<file path="src/rtl/fsm_multi_seq.sv">
// Multi-channel Idle/Start/Stop/Clear sequence controller with per-channel input filters and a shared saturating completion counter.
// Optional macro FSM_TIMEOUT_EN adds per-channel dwell timeouts; without it tmo is tied low.
module fsm_multi_seq #(
    parameter int CH      = 4,
    parameter int FILT    = 3,
    parameter int CNT_W   = 8,
    parameter int TMO_CYC = 64
) (
    input  logic              Clock,
    input  logic              Reset,
    input  logic [CH-1:0]     A,
    input  logic              cnt_clr,
    output logic [CH-1:0]     K2,
    output logic [CH-1:0]     K1,
    output logic [2*CH-1:0]   state_o,
    output logic [CNT_W-1:0]  done_cnt,
    output logic [CH-1:0]     tmo
);

    // Gray coded so every legal step flips a single bit
    typedef enum logic [1:0] {
        S_IDLE  = 2'b00,
        S_START = 2'b01,
        S_STOP  = 2'b11,
        S_CLEAR = 2'b10
    } state_t;

    localparam int FW = $clog2(FILT + 1);
`ifdef FSM_TIMEOUT_EN
    localparam int DW = $clog2(TMO_CYC);
`endif
    localparam int SW = CNT_W + 5;

    genvar gi;
    generate
        for (gi = 0; gi < CH; gi++) begin : g_ch
            state_t          state_reg, state_next;
            logic [FW-1:0]   fcnt_reg, fcnt_next;
            logic            a_f_reg, a_f_next;
            logic            k1_reg, k1_next;
            logic            k2_reg, k2_next;
            logic            tmo_reg, tmo_next;
            logic            tmo_hit;
`ifdef FSM_TIMEOUT_EN
            logic [DW-1:0]   dwell_reg, dwell_next;
            logic            step_due;
`endif

            always_comb begin
                fcnt_next  = '0;
                a_f_next   = a_f_reg;
                state_next = state_reg;
                tmo_hit    = 1'b0;
                // input must disagree with the filtered value for FILT edges in a row
                if (A[gi] != a_f_reg) begin
                    if (fcnt_reg == FW'(FILT - 1))
                        a_f_next = A[gi];
                    else
                        fcnt_next = fcnt_reg + 1'b1;
                end

                case (state_reg)
                    S_IDLE:  if (a_f_reg)  state_next = S_START;
                    S_START: if (!a_f_reg) state_next = S_STOP;
                    S_STOP:  if (a_f_reg)  state_next = S_CLEAR;
                    S_CLEAR: if (!a_f_reg) state_next = S_IDLE;
                    default: state_next = S_IDLE;
                endcase

`ifdef FSM_TIMEOUT_EN
                step_due   = (state_next != state_reg);
                dwell_next = '0;
                if (state_reg != S_IDLE && !step_due) begin
                    if (dwell_reg == DW'(TMO_CYC - 1))
                        tmo_hit = 1'b1;
                    else
                        dwell_next = dwell_reg + 1'b1;
                end
                if (tmo_hit) begin
                    state_next = S_IDLE;
                    a_f_next   = 1'b0;
                    fcnt_next  = '0;
                end
`endif

                k2_next  = (state_reg == S_STOP)  && (state_next == S_CLEAR);
                k1_next  = (state_reg == S_CLEAR) && (state_next == S_IDLE) && !tmo_hit;
                tmo_next = tmo_hit;
            end

            always_ff @(posedge Clock) begin
                if (!Reset) begin
                    state_reg <= S_IDLE;
                    fcnt_reg  <= '0;
                    a_f_reg   <= 1'b0;
                    k1_reg    <= 1'b0;
                    k2_reg    <= 1'b0;
                    tmo_reg   <= 1'b0;
`ifdef FSM_TIMEOUT_EN
                    dwell_reg <= '0;
`endif
                end else begin
                    state_reg <= state_next;
                    fcnt_reg  <= fcnt_next;
                    a_f_reg   <= a_f_next;
                    k1_reg    <= k1_next;
                    k2_reg    <= k2_next;
                    tmo_reg   <= tmo_next;
`ifdef FSM_TIMEOUT_EN
                    dwell_reg <= dwell_next;
`endif
                end
            end

            assign state_o[2*gi +: 2] = state_reg;
            assign K1[gi]  = k1_reg;
            assign K2[gi]  = k2_reg;
            assign tmo[gi] = tmo_reg;
        end
    endgenerate

    logic [CNT_W-1:0] done_cnt_reg, done_cnt_next;
    logic [SW-1:0]    pop_cnt, sum_cnt;

    // counts the registered K1 pulses, so totals lag the pulse by one edge
    always_comb begin
        pop_cnt = '0;
        for (int i = 0; i < CH; i++)
            pop_cnt = pop_cnt + SW'(K1[i]);
        sum_cnt = SW'(done_cnt_reg) + pop_cnt;
        if (cnt_clr)
            done_cnt_next = '0;
        else if (sum_cnt > SW'({CNT_W{1'b1}}))
            done_cnt_next = {CNT_W{1'b1}};
        else
            done_cnt_next = sum_cnt[CNT_W-1:0];
    end

    always_ff @(posedge Clock) begin
        if (!Reset)
            done_cnt_reg <= '0;
        else
            done_cnt_reg <= done_cnt_next;
    end

    assign done_cnt = done_cnt_reg;

endmodule
</file>
<file path="config.mk">
export PLATFORM = sky130hd
export DESIGN_NAME = fsm_multi_seq
export DESIGN_NICKNAME = d
export VERILOG_FILES = /design/src/rtl/fsm_multi_seq.sv
export SDC_FILE = /design/constraint.sdc
export NUM_CORES = 1
export LEC_CHECK = 0
export ABC_AREA = 1
export BUFFER_PORTS_ARGS = -buffer_cell sky130_fd_sc_hd__buf_4
export CAP_MARGIN = 20
export CORE_AREA = 3 3 75 77
export DETAILED_ROUTE_END_ITERATION = 10
export DIE_AREA = 0 0 78 80
export GPL_TIMING_DRIVEN = 0
export PLACE_DENSITY_LB_ADDON = 0.15
export SETUP_SLACK_MARGIN = 0.3
export SLEW_MARGIN = 20
export SYNTH_ARGS = -nofsm -noshare
export SYNTH_HDL_FRONTEND = slang
export SYNTH_SLANG_ARGS = --single-unit
</file>
<file path="constraint.sdc">
create_clock -name Clock -period 2.64 [get_ports Clock]
set_input_delay 0.264 -clock Clock [delete_from_list [all_inputs] [get_ports Clock]]
set_output_delay 0.264 -clock Clock [all_outputs]
set_load 0.02 [all_outputs]
</file>
==> summary.log, run 1 <==
qor: clock_network.post_cts.resized_instances 0
qor: place.place.gp.congestion 0.695
qor: drt.wl_per_cell 9.46 um
qor: global_routing.antenna_found_initial 0
qor: global_routing.grt_start_max_net_pins 13
qor: hold_path.hold_path_class input pin to flip-flop
qor: clock_network.clockRootBuffer clkbuf_8
qor: floorplan.row_cnt 26
qor: synth.mappedNetlistArea 0.00150 mm2
qor: global_routing.layer_with_the_highest_usage met2
qor: critical_path.reg2reg_slack 0.47 ns
qor: sta.report.final.slew_viol_count 0
qor: pwr.power_frac_seq 50.4%
qor: pwr.ir_worst_vdd 0.256 mV
qor: place.place.detailed.hpwl 2.08 mm
qor: sta.period_needed 2.17 ns
qor: pwr.comb_power_share 8.1%
qor: global_routing.met3_usage 4.06%
qor: critical_path.worst-setup-path-type flip-flop to flip-flop
qor: synth.yosysMostFrequentCell dfxtp_1
qor: clock_network.cts_tree built
qor: synth.yosysWarningCount 0
qor: floorplan.die-width 78 um
qor: critical_path.worst_r2r_path_depth 11
qor: layout.num_antenna_cells 0
qor: place.numPortBuffers 30
qor: global_routing.global_route.usage.met1 12.5%
qor: global_routing.overflow_left_after_global_routing 0
qor: pwr.switching_power 264 uW
qor: synth.avgSynthCellArea 8.52 um2
qor: pwr.power.share.switching 23.0%
qor: drt.routed_via_density 3.94
qor: drt.drt_wl_total 2.71 mm
qor: drt.first_pass_iters 4
qor: global_routing.grt_usage 9.73%
qor: synth.seq_area_frac_synth 48.0%
qor: floorplan.design.die.area 0.00624 mm2
qor: synth.synth_common_cells dfxtp_1, nor2_1, inv_1
qor: critical_path.critPathLaunchType flip-flop
qor: job.maxCapViolCount 0
qor: critical_path.cp_data_arrival_time 2.40 ns
qor: global_routing.met2_usage 14.5%
qor: sta.hold_viol 0
qor: synth.synth_top_cell_by_area dfxtp_1
qor: floorplan.dieHeight 80 um
qor: place.dpl_cell_area 0.00182 mm2
qor: pwr.clock_power_share 41.5%
qor: pwr.power-per-cell-area 593 mW/mm2
qor: clock_network.clock-sinks 36
qor: drt.route.vias.total 1130
qor: status.run_status finished, final reports clean
qor: synth.post_synth_inst_count 176
qor: critical_path.worstPathMaxFanout 6
qor: floorplan.initial_utilization 29.6%
qor: synth.synth_seq_cells 36
qor: clock_network.clk_pin_slew 0.07 ns
qor: synth.async_reset_ff_share 0%
qor: synth.library_cells_used_by_synthesis 23
qor: clock_network.cts_max_level 2
qor: sta.fin_setup_tns 0 ns
qor: layout.finish.instance_area 0.00194 mm2
qor: layout.synthToLayoutAreaGrowth 29.0%
qor: sta.finalClockSkew 0.00493 ns
qor: clock_network.worstSkewPairLatency 0.28 ns
qor: synth.synth_top_cells_by_area dfxtp_1, nor2_1, buf_4
qor: pwr.power.leakage 0.000868 uW
qor: sta.maxClockFrequency 460 MHz
qor: clock_network.post_cts_hold_buffer_count 0
qor: sta.timing.final.crit_share 82.3%
qor: drt.drt_iter0_markers 46
qor: floorplan.core_area 0.00507 mm2
qor: synth.edff_count_synth 0
qor: floorplan.design.portCount 35
qor: layout.layout.core_utilization 38.1%
qor: layout.finish.net_count 231
qor: clock_network.clk_path_buf_depth 2
qor: hold_path.hold_path_stages 3
qor: critical_path.crit_required 2.86 ns
qor: sta.setup_repair_after_global_routing_missed_its_margin no
qor: drt.ant_nets 0
qor: global_routing.grt_first_pass_wirelength 4.74 mm
qor: pwr.intPower 883 uW
qor: sta.setup_viol_count_final 0
qor: critical_path.timing.critical_path.to_type flip-flop
qor: clock_network.tritoncts.num_buffers 5
qor: global_routing.first_global_vias 1103
qor: clock_network.cts_setup_buffers 0
qor: drt.route.detailed.drc 0
qor: layout.post_route_cells_drive_above_1_share 28.1%
qor: synth.synth_ff_type dfxtp_1
qor: synth.synthDominantCellAreaShare 48.0%
## path summary, 6_finish.rpt
check | from | endpoint
worst max register to register | done_cnt[0] | done_cnt[5]
worst min register to register | g_ch[2].fcnt_reg[0] | g_ch[2].fcnt_reg[0]
worst max-delay path | done_cnt[0] | done_cnt[5]
worst min-delay path | A[1] | g_ch[1].a_f_reg
## cell usage in the layout (no fill, tap or decap), types with 2 or more instances in the layout
master / netlist / layout
dfxtp_1: 36 / 36
inv_2: 2 / 2
nand2_2: 3 / 3
conb_1: 1 / 4
o211ai_1: 5 / 5
buf_2: 2 / 2
xnor2_1: 2 / 2
nand2_1: 17 / 17
nor2_1: 28 / 28
ha_1: 5 / 5
o21ai_0: 4 / 4
inv_1: 23 / 23
fa_1: 3 / 3
nor3_1: 3 / 3
clkbuf_8: 0 / 5
a211oi_1: 2 / 2
buf_4: 12 / 42
a21oi_1: 15 / 15
or2_2: 2 / 2
nand3_1: 6 / 6
nor4_1: 2 / 2
## through the flow
stage	total power [uW]	worst slack (ns)	std cells	hold WS, ns
after detailed placement	686	0.465	279	0.403
after CTS	1170	0.450	287	0.206
after global placement	685	0.484	279	0.400
after global routing	1210	0.351	287	0.223
after floorplan	651	0.548	179	0.393
final	1150	0.466	287	0.222
## final cells by class
cell class,instances,area (um2)
repair buffers,30,225
inverters,25,93.8
well taps,70,87.6
multi-input cells,104,597
fillers,557,3140
clock inverters,3,42.5
flip-flops and latches,36,721
plain buffers,14,100
clock buffers,5,68.8
## power by group through the flow
stage / Combinational (uW) / Sequential (uW) / Clock, uW
after global placement: 93.9 / 591 / 0
final: 93.4 / 578 / 476
after global routing: 107 / 582 / 519
after floorplan: 54.4 / 596 / 0
after CTS: 94.9 / 578 / 498
after detailed placement: 94.8 / 591 / 0
## worst max-delay path: stages (launching register included)
cell and delay [ns]:
dfxtp_1 0.33, fa_1 0.54, inv_1 0.05, fa_1 0.36, inv_1 0.10, fa_1 0.23
nand2_2 0.10, inv_2 0.09, nand3_4 0.11, nand2_1 0.09, nor2_1 0.04, nor2_1 0.08
## kinds of logic (layout without fill, tap and decap cells)
group | count (synthesis) | after routing | synth area share (%)
compound gates | 27 | 27 | 10.3
xor+xnor | 2 | 2 | 1.17
fa+ha+maj | 8 | 8 | 8.17
buf+inv | 39 | 77 | 12.9
flops | 36 | 36 | 48.0
other cells | 1 | 4 | 0.250
simple gates | 63 | 63 | 19.1
## layer usage
metal | part of all wire [%] | up-vias
met3 | 5.6 | 2
met1 | 51 | 479
met2 | 43 | 27
met4 | 0.74 | 0
li1 | - | 622
met5 | 0 | -
Note: power is estimated with default switching activity, not from simulation.
==> run 2, diff against run 1 <==
clock period = 1.86 ns   (was 2.64 ns; I/O delays follow)
==> run 2 against run 1 <==
The flow now finishes with violations (negative setup slack). Critical path depth unchanged. First-iteration DRC count fell by 37%. Clock power increased by 42%. Sequential share of layout area down 0.52 points. Total power increased by 42%. Core utilization up 0.81 points. Final cell count grew 0.70%.
==> summary.log, run 2 (synthesis results as in run 1) <==
qor: pwr.switching_power 378 uW [was 264 uW]
qor: clock_network.clockRootBuffer clkbuf_8 [unchanged]
qor: critical_path.timing.critical_path.buf_inv 3 [unchanged]
qor: status.failing_checks negative setup slack
qor: sta.report.final.slew_viol_count 0 [unchanged]
qor: layout.finish.instance_area 0.00198 mm2 [was 0.00194 mm2]
qor: place.numPortBuffers 30 [unchanged]
qor: layout.finish.net_count 233 [was 231]
qor: global_routing.global_route.usage.met1 12.8% [was 12.5%]
qor: critical_path.critical_path.top_delay_family adder cells [unchanged]
qor: layout.post_route_cells_drive_above_1_share 32.4% [was 28.1%]
qor: critical_path.worst_r2r_path_depth 11 [unchanged]
qor: global_routing.first_global_vias 1180 [was 1103]
qor: critical_path.path_cells fa_1, inv_1, fa_2, inv_2, fa_2, nand2_4, inv_4, nand3_4, nand2_2, nor2_1, nor2_1 [was fa_1, inv_1, fa_1, inv_1, fa_1, nand2_2, inv_2, nand3_4, nand2_1, nor2_1, nor2_1]
qor: critical_path.worstPathMaxFanout 6 [unchanged]
qor: clock_network.clk_path_buf_depth 2 [unchanged]
qor: layout.layout.cells.most_common buf_4 [unchanged]
qor: status.run_status complete, but fails checks [was finished, final reports clean]
qor: critical_path.startpoint done_cnt[0] [unchanged]
qor: drt.ant_nets 0 [unchanged]
qor: clock_network.clk_pin_slew 0.07 ns [about the same]
qor: layout.synthToLayoutAreaGrowth 31.8% [was 29.0%]
qor: critical_path.crit_required 2.08 ns [was 2.86 ns]
qor: critical_path.endpoint done_cnt[5] [unchanged]
qor: pwr.power 1630 uW [was 1150 uW]
qor: sta.timing.final.crit_share 114% [was 82.3%]
qor: clock_network.worstSkewPairLatency 0.28 ns [about the same]
qor: global_routing.met3_usage 3.95% [was 4.06%]
qor: clock_network.tritoncts.num_buffers 5 [unchanged]
qor: sta.setup_repair_after_global_routing_missed_its_margin yes [was no]
qor: global_routing.grt_usage 10.7% [was 9.73%]
qor: hold_path.hold_path_class input pin to flip-flop [unchanged]
qor: sta.setup_viol_count_final 8 [was 0]
qor: drt.drt_iter0_markers 29 [was 46]
qor: global_routing.antenna_found_initial 0 [unchanged]
qor: pwr.power.leakage 0.000903 uW [was 0.000868 uW]
qor: global_routing.grt_start_max_net_pins 13 [unchanged]
qor: critical_path.critical_path.slowest_cell fa_1 [unchanged]
qor: hold_path.worstHoldStart A[2] [was A[1]]
qor: drt.route.detailed.drc 0 [unchanged]
qor: clock_network.cts_tree built [unchanged]
qor: floorplan.core_area 0.00507 mm2 [unchanged]
qor: drt.routed_via_density 4.08 [was 3.94]
qor: drt.route.vias.total 1179 [was 1130]
qor: floorplan.row_cnt 26 [unchanged]
qor: floorplan.design.portCount 35 [unchanged]
qor: drt.first_pass_iters 4 [unchanged]
qor: global_routing.met2_usage 16.7% [was 14.5%]
qor: pwr.power.share.switching 23.1% [was 23.0%]
qor: critical_path.cp_data_arrival_time 2.34 ns [was 2.40 ns]
qor: layout.fillers 568 [was 557]
qor: place.dpl_cell_area 0.00184 mm2 [was 0.00182 mm2]
qor: job.maxCapViolCount 0 [unchanged]
qor: global_routing.overflow_left_after_global_routing 0 [unchanged]
qor: clock_network.post_cts_hold_buffer_count 0 [unchanged]
qor: critical_path.worst-setup-path-type flip-flop to flip-flop [unchanged]
qor: global_routing.layer_with_the_highest_usage met2 [unchanged]
qor: pwr.ir_worst_vdd 0.362 mV [was 0.256 mV]
qor: drt.wl_per_cell 9.84 um [was 9.46 um]
qor: pwr.comb_power_share 8.2% [was 8.1%]
qor: critical_path.max_stage_delay 0.54 ns [about the same]
qor: critical_path.crit-reg2reg-launch done_cnt[0] [unchanged]
qor: drt.drt_wl_total 2.85 mm [was 2.71 mm]
qor: critical_path.reg2reg_slack -0.26 ns [was 0.47 ns]
qor: critical_path.timing.critical_path.to_type flip-flop [unchanged]
qor: critical_path.worst_r2r_endpoint done_cnt[5] [unchanged]
qor: critical_path.critPathLaunchType flip-flop [unchanged]
qor: sta.hold_viol 0 [unchanged]
qor: sta.layout_setup_ws -0.255 ns [was 0.466 ns]
qor: critical_path.cp.depth 11 [unchanged]
qor: sta.period_needed 2.12 ns [was 2.17 ns]
qor: sta.finalClockSkew 0.00396 ns [was 0.00493 ns]
qor: place.place.gp.congestion 0.719 [was 0.695]
qor: pwr.power-per-cell-area 826 mW/mm2 [was 593 mW/mm2]
qor: global_routing.grt_first_pass_wirelength 5.15 mm [was 4.74 mm]
qor: layout.layout.cells.most_common_list buf_4, dfxtp_1, nor2_1 [unchanged]
qor: floorplan.design.die.area 0.00624 mm2 [unchanged]
qor: floorplan.die-width 78 um [unchanged]
qor: floorplan.dieHeight 80 um [unchanged]
qor: floorplan.initial_utilization 29.6% [unchanged]
qor: layout.layout.core_utilization 39.0% [was 38.1%]
qor: clock_network.cts_max_level 2 [unchanged]
qor: pwr.intPower 1250 uW [was 883 uW]
qor: pwr.clock_power_share 41.5% [about the same]
qor: pwr.power_frac_seq 50.3% [was 50.4%]
qor: sta.fin_setup_tns -1.69 ns [was 0 ns]
qor: clock_network.clock-sinks 36 [unchanged]
qor: layout.num_antenna_cells 0 [unchanged]
qor: place.place.detailed.hpwl 2.15 mm [was 2.08 mm]
qor: sta.maxClockFrequency 473 MHz [was 460 MHz]
-- run 2: changes by cell type in the layout (fill, tap and decap cells not counted), moves of 2 or more --
cell     previous run  this run
fa_1                3         1
dfxtp_1            36        34
inv_4               0         2
buf_4              42        44
fa_2                0         2
-- run 2: worst min path at each step --
stage / end / slack [ns] / depth (start not counted)
after global placement: g_ch[3].fcnt_reg[0] / 0.40 / 1
after floorplan: g_ch[0].a_f_reg / 0.32 / 2
after global routing: g_ch[0].a_f_reg / 0.15 / 3
final: g_ch[2].a_f_reg / 0.14 / 3
after detailed placement: g_ch[0].fcnt_reg[0] / 0.41 / 1
after CTS: g_ch[1].a_f_reg / 0.13 / 3
-- run 2: power by group through the flow --
stage / logic [uW] / registers (uW) / clock network (uW)
2_1_floorplan: 77.8 / 845 / 0
3_3_place_gp: 134 / 838 / 0
3_5_place_dp: 136 / 838 / 0
4_1_cts: 137 / 820 / 710
5_1_grt: 155 / 826 / 741
6_report: 135 / 820 / 678
-- run 2: what timing repair did --
action | CTS | global route
pin swaps | 6 | 3
resized for setup | 2 | 1
setup buffers | 2 | 0
setup endpoints to repair | 8 | 8
cloned | 0 | 0
-- run 2: cell type report --
cell class / count / area, um2 / area share (%)
plain buffers: 14 / 100 / 5.06
inverters: 25 / 96.3 / 4.87
well taps: 70 / 87.6 / 4.43
repair buffers: 32 / 240 / 12.2
flip-flops and latches: 36 / 726 / 36.7
clock buffers: 5 / 68.8 / 3.48
multi-input cells: 104 / 617 / 31.2
clock inverters: 3 / 41.3 / 2.09
-- run 2: layer usage --
| layer | up-vias | part of all wire [%] |
|---|---|---|
| met1 | 522 | 48 |
| met2 | 25 | 44 |
| met3 | 6 | 6.2 |
| li1 | 626 | - |
| met4 | 0 | 1.8 |
| met5 | - | 0 |
-- run 2: worst reg2reg max path: stages, from the launching register on --
cell,delay (ns)
dfxtp_4,0.35
fa_1,0.54
inv_1,0.05
fa_2,0.33
inv_2,0.08
fa_2,0.24
nand2_4,0.08
inv_4,0.07
nand3_4,0.12
nand2_2,0.08
nor2_1,0.04
nor2_1,0.09
-- run 2: through the flow --
stage | setup slack, ns | hold WS [ns] | instances
floorplan | -0.137 | 0.321 | 179
global placement | -0.285 | 0.403 | 279
detailed placement | -0.290 | 0.405 | 279
CTS | -0.266 | 0.130 | 289
global route | -0.357 | 0.147 | 289
finish | -0.255 | 0.145 | 289
